===== src/rtl/dport_pkg.sv =====
// Shared definitions for the HP0 frame-buffer DMA read path:
// AXI3 encodings, scheduler state encoding and the AXI page size.
package dport_pkg;

    localparam logic [1:0] BURST_INCR = 2'b01;
    localparam logic [2:0] SIZE_8B    = 3'b011;
    localparam logic [1:0] RESP_OKAY  = 2'b00;

    localparam int PAGE_BYTES = 4096;

    typedef enum logic [1:0] {
        ST_IDLE  = 2'd0,
        ST_ISSUE = 2'd1,
        ST_WAIT  = 2'd2,
        ST_DRAIN = 2'd3
    } arsched_state_e;

endpackage


===== src/rtl/dma_arsched_len.sv =====
// Burst length calculator for the read-address scheduler.
// Works on 8-byte word addresses (byte address bits [31:3]).
// beats = min(BURSTLEN, words left in range, words left in the 4 KB page).
module dma_arsched_len
    import dport_pkg::*;
#(
    parameter int BURSTLEN = 16
)(
    input  logic [31:3] cur_i,
    input  logic [31:3] end_i,
    output logic [4:0]  beats_o,
    output logic [3:0]  arlen_o
);

    logic [28:0] rem_w;
    logic [9:0]  page_w;
    logic [4:0]  beats;

    // Clamp the burst by the configured maximum, the range end and the page end
    always_comb begin
        rem_w  = end_i - cur_i;
        page_w = 10'(PAGE_BYTES / 8) - {1'b0, cur_i[11:3]};
        beats  = 5'(BURSTLEN);
        if (rem_w < 29'(beats)) begin
            beats = rem_w[4:0];
        end
        if (page_w < 10'(beats)) begin
            beats = page_w[4:0];
        end
        beats_o = beats;
        arlen_o = beats[3:0] - 4'd1;
    end

endmodule


===== src/rtl/dma_arsched.sv =====
// Read-address scheduler for the HP0 frame-buffer DMA path (clk = fclk[0]).
// Walks [addrstart, addrend) per frame-start pulse, issuing AXI3 INCR bursts
// under FIFO almost-full back-pressure, an outstanding-burst cap and 4 KB
// page limits. R-channel completions (rlast) retire outstanding bursts.
// Optional build macro: ARSCHED_STATS_EN enables the nbursts/nstall counters;
// without it both outputs are tied to zero.
module dma_arsched
    import dport_pkg::*;
#(
    parameter int          BURSTLEN = 16,
    parameter int          MAXOUT   = 4,
    parameter logic [11:0] ARID     = 12'h000
)(
    input  logic        clk,
    input  logic        resetn,
    input  logic        start,
    input  logic [31:0] addrstart,
    input  logic [31:0] addrend,
    input  logic        fifoalfull,
    output logic [31:0] araddr,
    output logic [3:0]  arlen,
    output logic [2:0]  arsize,
    output logic [1:0]  arburst,
    output logic [11:0] arid,
    output logic        arvalid,
    input  logic        arready,
    input  logic        rvalid,
    input  logic        rlast,
    input  logic [1:0]  rresp,
    output logic        busy,
    output logic        done,
    output logic        err,
    output logic [15:0] nbursts,
    output logic [15:0] nstall
);

    localparam logic [3:0] MAXOUT_C = 4'(MAXOUT);

    arsched_state_e state_q;
    logic [31:3]    cur_q, endw_q;      // active range, word addresses
    logic [31:3]    ncur_q, nend_q;     // range latched by a mid-frame restart
    logic [31:0]    araddr_q;
    logic [3:0]     arlen_q;
    logic           arvalid_q, busy_q, done_q, err_q;
    logic [3:0]     out_q;

    logic [31:3]    start_w, endin_w, cur_step;
    logic [4:0]     beats;
    logic [3:0]     len_w;
    logic           ar_hs, r_done, uflow, resp_bad, can_issue, range_empty;
    logic           unused_lowbits;

    // Byte-offset bits of the range inputs are ignored; bursts are 8-byte aligned
    assign start_w        = addrstart[31:3];
    assign endin_w        = addrend[31:3];
    assign unused_lowbits = ^{addrstart[2:0], addrend[2:0]};

    assign range_empty = (start_w >= endin_w);
    assign ar_hs       = arvalid_q && arready;
    assign r_done      = rvalid && rlast;
    assign uflow       = r_done && !ar_hs && (out_q == 4'd0);
    assign resp_bad    = rvalid && (rresp != RESP_OKAY);
    // Requiring !arvalid_q also yields the idle cycle after each handshake
    assign can_issue   = !arvalid_q && !fifoalfull && (out_q < MAXOUT_C);
    assign cur_step    = cur_q + 29'(beats);

    dma_arsched_len #(
        .BURSTLEN (BURSTLEN)
    ) u_len (
        .cur_i   (cur_q),
        .end_i   (endw_q),
        .beats_o (beats),
        .arlen_o (len_w)
    );

    // Outstanding-burst count: +1 per AR handshake, -1 per rlast, clamped at 0
    always_ff @(posedge clk or negedge resetn) begin
        if (!resetn) begin
            out_q <= 4'd0;
        end else begin
            case ({ar_hs, r_done})
                2'b10:   out_q <= out_q + 4'd1;
                2'b01:   if (out_q != 4'd0) out_q <= out_q - 4'd1;
                default: out_q <= out_q;
            endcase
        end
    end

    // Frame sequencing: range latch, burst issue/hold, done/err and restarts
    always_ff @(posedge clk or negedge resetn) begin
        if (!resetn) begin
            state_q   <= ST_IDLE;
            cur_q     <= '0;
            endw_q    <= '0;
            ncur_q    <= '0;
            nend_q    <= '0;
            araddr_q  <= '0;
            arlen_q   <= '0;
            arvalid_q <= 1'b0;
            busy_q    <= 1'b0;
            done_q    <= 1'b0;
            err_q     <= 1'b0;
        end else begin
            done_q <= 1'b0;
            if (ar_hs) begin
                arvalid_q <= 1'b0;
            end

            if (start && (state_q != ST_IDLE)) begin
                // Restart: let any in-flight AR finish, issue nothing, drain
                ncur_q  <= start_w;
                nend_q  <= endin_w;
                err_q   <= 1'b0;
                state_q <= ST_DRAIN;
            end else begin
                case (state_q)
                    ST_IDLE: begin
                        if (start) begin
                            err_q <= 1'b0;
                            if (range_empty) begin
                                err_q  <= 1'b1;
                                done_q <= 1'b1;
                            end else begin
                                cur_q   <= start_w;
                                endw_q  <= endin_w;
                                busy_q  <= 1'b1;
                                state_q <= ST_ISSUE;
                            end
                        end
                    end
                    ST_ISSUE: begin
                        if (ar_hs) begin
                            cur_q <= cur_step;
                            if (cur_step == endw_q) begin
                                state_q <= ST_WAIT;
                            end
                        end else if (can_issue) begin
                            arvalid_q <= 1'b1;
                            araddr_q  <= {cur_q, 3'b000};
                            arlen_q   <= len_w;
                        end
                    end
                    ST_WAIT: begin
                        if (out_q == 4'd0) begin
                            done_q  <= 1'b1;
                            busy_q  <= 1'b0;
                            state_q <= ST_IDLE;
                        end
                    end
                    ST_DRAIN: begin
                        if (!arvalid_q && (out_q == 4'd0)) begin
                            if (ncur_q >= nend_q) begin
                                err_q   <= 1'b1;
                                done_q  <= 1'b1;
                                busy_q  <= 1'b0;
                                state_q <= ST_IDLE;
                            end else begin
                                cur_q   <= ncur_q;
                                endw_q  <= nend_q;
                                state_q <= ST_ISSUE;
                            end
                        end
                    end
                    default: state_q <= ST_IDLE;
                endcase
            end

            // Error sources are sticky and win over the clear from a start
            if (resp_bad || uflow) begin
                err_q <= 1'b1;
            end
        end
    end

    assign araddr  = araddr_q;
    assign arlen   = arlen_q;
    assign arvalid = arvalid_q;
    assign arsize  = SIZE_8B;
    assign arburst = BURST_INCR;
    assign arid    = ARID;
    assign busy    = busy_q;
    assign done    = done_q;
    assign err     = err_q;

`ifdef ARSCHED_STATS_EN
    logic [15:0] nbursts_q, nstall_q;
    logic        stall;

    assign stall = (state_q == ST_ISSUE) && !arvalid_q &&
                   (fifoalfull || (out_q >= MAXOUT_C));

    // Per-frame statistics, cleared by every accepted start, saturating
    always_ff @(posedge clk or negedge resetn) begin
        if (!resetn) begin
            nbursts_q <= 16'd0;
            nstall_q  <= 16'd0;
        end else if (start) begin
            nbursts_q <= 16'd0;
            nstall_q  <= 16'd0;
        end else begin
            if (ar_hs && (nbursts_q != 16'hFFFF)) nbursts_q <= nbursts_q + 16'd1;
            if (stall && (nstall_q != 16'hFFFF))  nstall_q  <= nstall_q + 16'd1;
        end
    end

    assign nbursts = nbursts_q;
    assign nstall  = nstall_q;
`else
    assign nbursts = 16'd0;
    assign nstall  = 16'd0;
`endif

endmodule


===== config.mk =====
export PLATFORM = sky130hd
export DESIGN_NAME = dma_arsched
export DESIGN_NICKNAME = d
export VERILOG_FILES = /design/src/rtl/dport_pkg.sv /design/src/rtl/dma_arsched_len.sv /design/src/rtl/dma_arsched.sv
export SDC_FILE = /design/constraint.sdc
export NUM_CORES = 1
export LEC_CHECK = 0
export ABC_AREA = 1
export BUFFER_PORTS_ARGS = -buffer_cell sky130_fd_sc_hd__buf_4
export CORE_ASPECT_RATIO = 0.9
export CORE_MARGIN = 2
export CORE_UTILIZATION = 45
export CTS_CLUSTER_DIAMETER = 150
export DETAILED_ROUTE_END_ITERATION = 10
export GPL_TIMING_DRIVEN = 0
export PLACE_DENSITY = 0.75
export SLEW_MARGIN = 5
export SYNTH_ARGS = -nofsm -noshare
export SYNTH_HDL_FRONTEND = slang
export SYNTH_SLANG_ARGS = --single-unit

===== constraint.sdc =====
create_clock -name clk -period 7.7 [get_ports clk]
set_input_delay 0 -clock clk [delete_from_list [all_inputs] [get_ports clk]]
set_output_delay 0 -clock clk [all_outputs]
set_load 0.1 [all_outputs]

==> flow_summary.ini <==
[clock_network]
clkLatencyLatePin_ns = 0.44
clk_pin_slew_ns = 0.07
numClockSinks = 159
tritoncts = built
maximum_number_of_buffers_from_clock_root_to_sink = 2
clock-root-buffer = sky130_fd_sc_hd__clkbuf_16
postCtsSetupBuffers = 0
h_tree_depth = 4
cts_inserted_buffers = 17

[pwr]
power.leakage_nw = 8.16
worst_ir_drop_vdd_uv = 218
switching_share_pct = 57.2
power_total_mw = 7.51
p_per_area_nw_per_um2 = 491
p_int_mw = 3.22
seq_power_share_pct = 20.8
clock_power_share_pct = 11.8
fraction_of_power_consumed_by_combinational_cells_pct = 67.4
power.net_switching_mw = 4.29

[route]
drt_drc_violations_left = 0
vias_per_cell = 5.22
detail_route.first_pass.iterations = 8
drt-total-wl_mm = 39.6
route.antenna.remaining_nets = 0
drt-initial-drc-count = 1132
detailroute.via_count = 12680
wl_per_cell_um = 16.3

[cells_and_area]
commonest_non_fill_non_tap_cell_in_the_layout = sky130_fd_sc_hd__nand2_1
fill_cells = 2608
multi_input_area_um2 = 7260
drive_gt1_share_pct = 11.8
finalNetCount = 2240
n_diodes = 0
layout-area-overhead-vs-synth_pct = 21.2
seqCellArea_um2 = 3980
leading_cell_types_in_the_layout_fill_and_taps_excluded = 564 x sky130_fd_sc_hd__nand2_1, 253 x sky130_fd_sc_hd__inv_1, 169 x sky130_fd_sc_hd__o21ai_0, 159 x sky130_fd_sc_hd__dfrtp_1, 154 x sky130_fd_sc_hd__buf_4

[worst_setup_path]
worstPathMaxFanout = 6
cp.required_ns = 8.08
path_common_cell = sky130_fd_sc_hd__nand2_1
r2r-end = state_q[1]
startpoint_of_the_lowest_slack_register_to_register_path = cur_q[3]
critical_path_class = flop to flop
critPathLaunchType = flop
category_of_the_worst_setup_path_capture_point = flop
worst-r2r-setup-slack_ns = 0.60
slowest_delay_ns = 0.45
r2r_cells = 45
timing.critical_path.arrival_ns = 7.48
slowest_stage = sky130_fd_sc_hd__dfrtp_1

[global_route]
overflow = 0
global_route_wire_length_before_repair_mm = 63.1
grt.total_usage_pct = 27.2
grt_max_degree = 92
antenna_found_initial = 0
grt_pass1_vias = 12200

[synth]
post_synthesis_cell_count = 1823
synth_area_per_cell_um2 = 6.92
flops_latches_synth = 159
synth_async_sr_flop_share_pct = 100
synth-seq-area-share_pct = 31.6
edff_count_synth = 0
syn-cell-area_um2 = 12600
ys_dominant_reg_cell = sky130_fd_sc_hd__dfrtp_1
ys.warnings.count = 0
synth_cell_types = 52

[sta]
maxSlewViolCount = 0
headroom_to_the_max_slew_limit_pct = 47.3
finalSetupViolations = 0
fin_worst_skew_ns = 0.0132
hold_violations = 0
grt_setup_unrepaired = false
finalSetupTns_ns = 0
layout_setup_ws_ns = 0.596
worstMarginPinSlew_ns = 0.791
finalCritPeriodShare_pct = 92.3
achievable-frequency_mhz = 141
fin_hold_ws_ns = 0.167
fin_crit_ns = 7.10

[flow_run]
maxCapViolations = 0

[floorplan]
die_height_um = 163
dieWidth_um = 180
ios = 162
rows = 58
fp.coreArea_um2 = 27700
die-area_um2 = 29400
initial_core_util_pct = 45.5

[place]
detailed_place_hpwl_mm = 31.1
pre_cts_setup_slack_ns = 0.682
buffers_added_on_ports = 103
gp_congestion = 0.944

[outcome]
outcome = completed

[min_path]
hold_class = primary input to async pin
## worst max-delay path by stage
stage | from | to | slack (ns)
after global routing | cur_q[11] | state_q[1] | 0.11
after floorplan | cur_q[3] | state_q[0] | 2.05
after global placement | cur_q[3] | state_q[1] | 0.79
final | cur_q[3] | state_q[1] | 0.60
after detailed placement | cur_q[3] | state_q[1] | 0.68
after CTS | cur_q[3] | state_q[1] | 0.65
## repair_timing
| action | in CTS | in global routing |
|---|---|---|
| setup endpoints to repair | 0 | 1 |
| hold buffers | 63 | 0 |
| endpoints found under the hold margin | 195 | 0 |
| resized for setup | 0 | 1 |
## cells in the mapped netlist (2+ instances only)
cell | count | area, µm²
sky130_fd_sc_hd__buf_2 | 2 | 10.0
sky130_fd_sc_hd__o221ai_1 | 2 | 17.5
sky130_fd_sc_hd__xor2_1 | 43 | 377
sky130_fd_sc_hd__and2_1 | 2 | 12.5
sky130_fd_sc_hd__nor3_1 | 19 | 95.1
sky130_fd_sc_hd__a31oi_1 | 15 | 93.8
sky130_fd_sc_hd__nor2_2 | 9 | 56.3
sky130_fd_sc_hd__nor3b_1 | 3 | 22.5
sky130_fd_sc_hd__nor4_2 | 2 | 25.0
sky130_fd_sc_hd__nand3_1 | 55 | 275
sky130_fd_sc_hd__nand2_2 | 15 | 93.8
sky130_fd_sc_hd__fa_1 | 3 | 60.1
sky130_fd_sc_hd__buf_1 | 5 | 18.8
sky130_fd_sc_hd__a21oi_2 | 2 | 17.5
sky130_fd_sc_hd__o2111ai_1 | 4 | 35.0
sky130_fd_sc_hd__nor3_2 | 3 | 30.0
sky130_fd_sc_hd__o211ai_1 | 2 | 15.0
sky130_fd_sc_hd__xnor2_1 | 16 | 140
sky130_fd_sc_hd__or2_2 | 2 | 12.5
sky130_fd_sc_hd__nand2_4 | 4 | 45.0
sky130_fd_sc_hd__inv_2 | 10 | 37.5
sky130_fd_sc_hd__a22oi_1 | 26 | 195
sky130_fd_sc_hd__clkinv_1 | 2 | 7.51
sky130_fd_sc_hd__clkbuf_1 | 39 | 146
sky130_fd_sc_hd__ha_1 | 105 | 1310
sky130_fd_sc_hd__nand2_1 | 564 | 2120
sky130_fd_sc_hd__nand3_2 | 5 | 50.1
sky130_fd_sc_hd__inv_1 | 253 | 950
sky130_fd_sc_hd__a21oi_1 | 48 | 240
sky130_fd_sc_hd__dfrtp_1 | 159 | 3980
sky130_fd_sc_hd__o21ai_0 | 169 | 846
sky130_fd_sc_hd__a211oi_1 | 5 | 37.5
sky130_fd_sc_hd__o21ai_1 | 4 | 20.0
sky130_fd_sc_hd__nand3b_1 | 5 | 37.5
sky130_fd_sc_hd__conb_1 | 2 | 7.51
sky130_fd_sc_hd__buf_4 | 52 | 390
sky130_fd_sc_hd__nand4_1 | 30 | 188
sky130_fd_sc_hd__nor2_1 | 117 | 439
sky130_fd_sc_hd__nor4_1 | 7 | 43.8
## per-layer routing
layer / vias to the layer above / global-route usage (%) / share of wire, %
li1: 6211 / - / -
met1: 5871 / 36.8 / 44
met2: 524 / 45.1 / 46
met3: 74 / 3.53 / 7.1
met4: 0 / 9.27 / 3.1
met5: - / 0 / 0
## cell type report
cell class              instances  area share, %
plain buffers                  98           3.70
clock buffers                  19           2.96
clock inverters                12          0.958
inverters                     265           6.51
multi-input cells            1351           47.5
flip-flops and latches        159           26.0
well taps                     360           2.95
repair buffers                167           9.41
## power by group through the flow
stage / Clock [mW] / Combinational (mW) / Sequential [mW]
finish: 0.888 / 5.06 / 1.56
global route: 0.924 / 5.63 / 1.60
CTS: 0.890 / 4.99 / 1.55
detailed placement: 0 / 4.94 / 1.56
global placement: 0 / 4.84 / 1.54
floorplan: 0 / 3.15 / 2.02
## per-stage QoR
| step | cells | utilization, % | area, µm² |
|---|---|---|---|
| final | 2431 | 55.1 | 15300 |
| after global routing | 2431 | 55.1 | 15300 |
| after CTS | 2431 | 55.1 | 15300 |
| after detailed placement | 2337 | 50.7 | 14100 |
| after global placement | 2336 | 50.6 | 14000 |
| after floorplan | 1873 | - | 12800 |
## critical path: cells and delay by family (launching register included)
kind	cells	cell delay, ns
simple gates	33	4.26
fa+ha+maj	5	1.42
flops	1	0.45
xor+xnor	2	0.45
buf+inv	3	0.26
compound gates	2	0.22
## flip-flops by register name, indices dropped and copies added (netlist names)
register / flops
busy: 1
arlen: 4
cur_q: 29
nend_q: 29
araddr: 29
done: 1
err: 1
ncur_q: 29
arvalid: 1
state_q: 2
endw_q: 29
out_q: 4
## logic make-up after synthesis
family / synth area share [%]
mux: 0.0794
compound gates: 12.4
xor+xnor: 4.10
flops: 31.6
other cells: 0.0596
buf+inv: 12.4
fa+ha+maj: 10.9
simple gates: 28.5
Power figures use the tool's default switching activity.
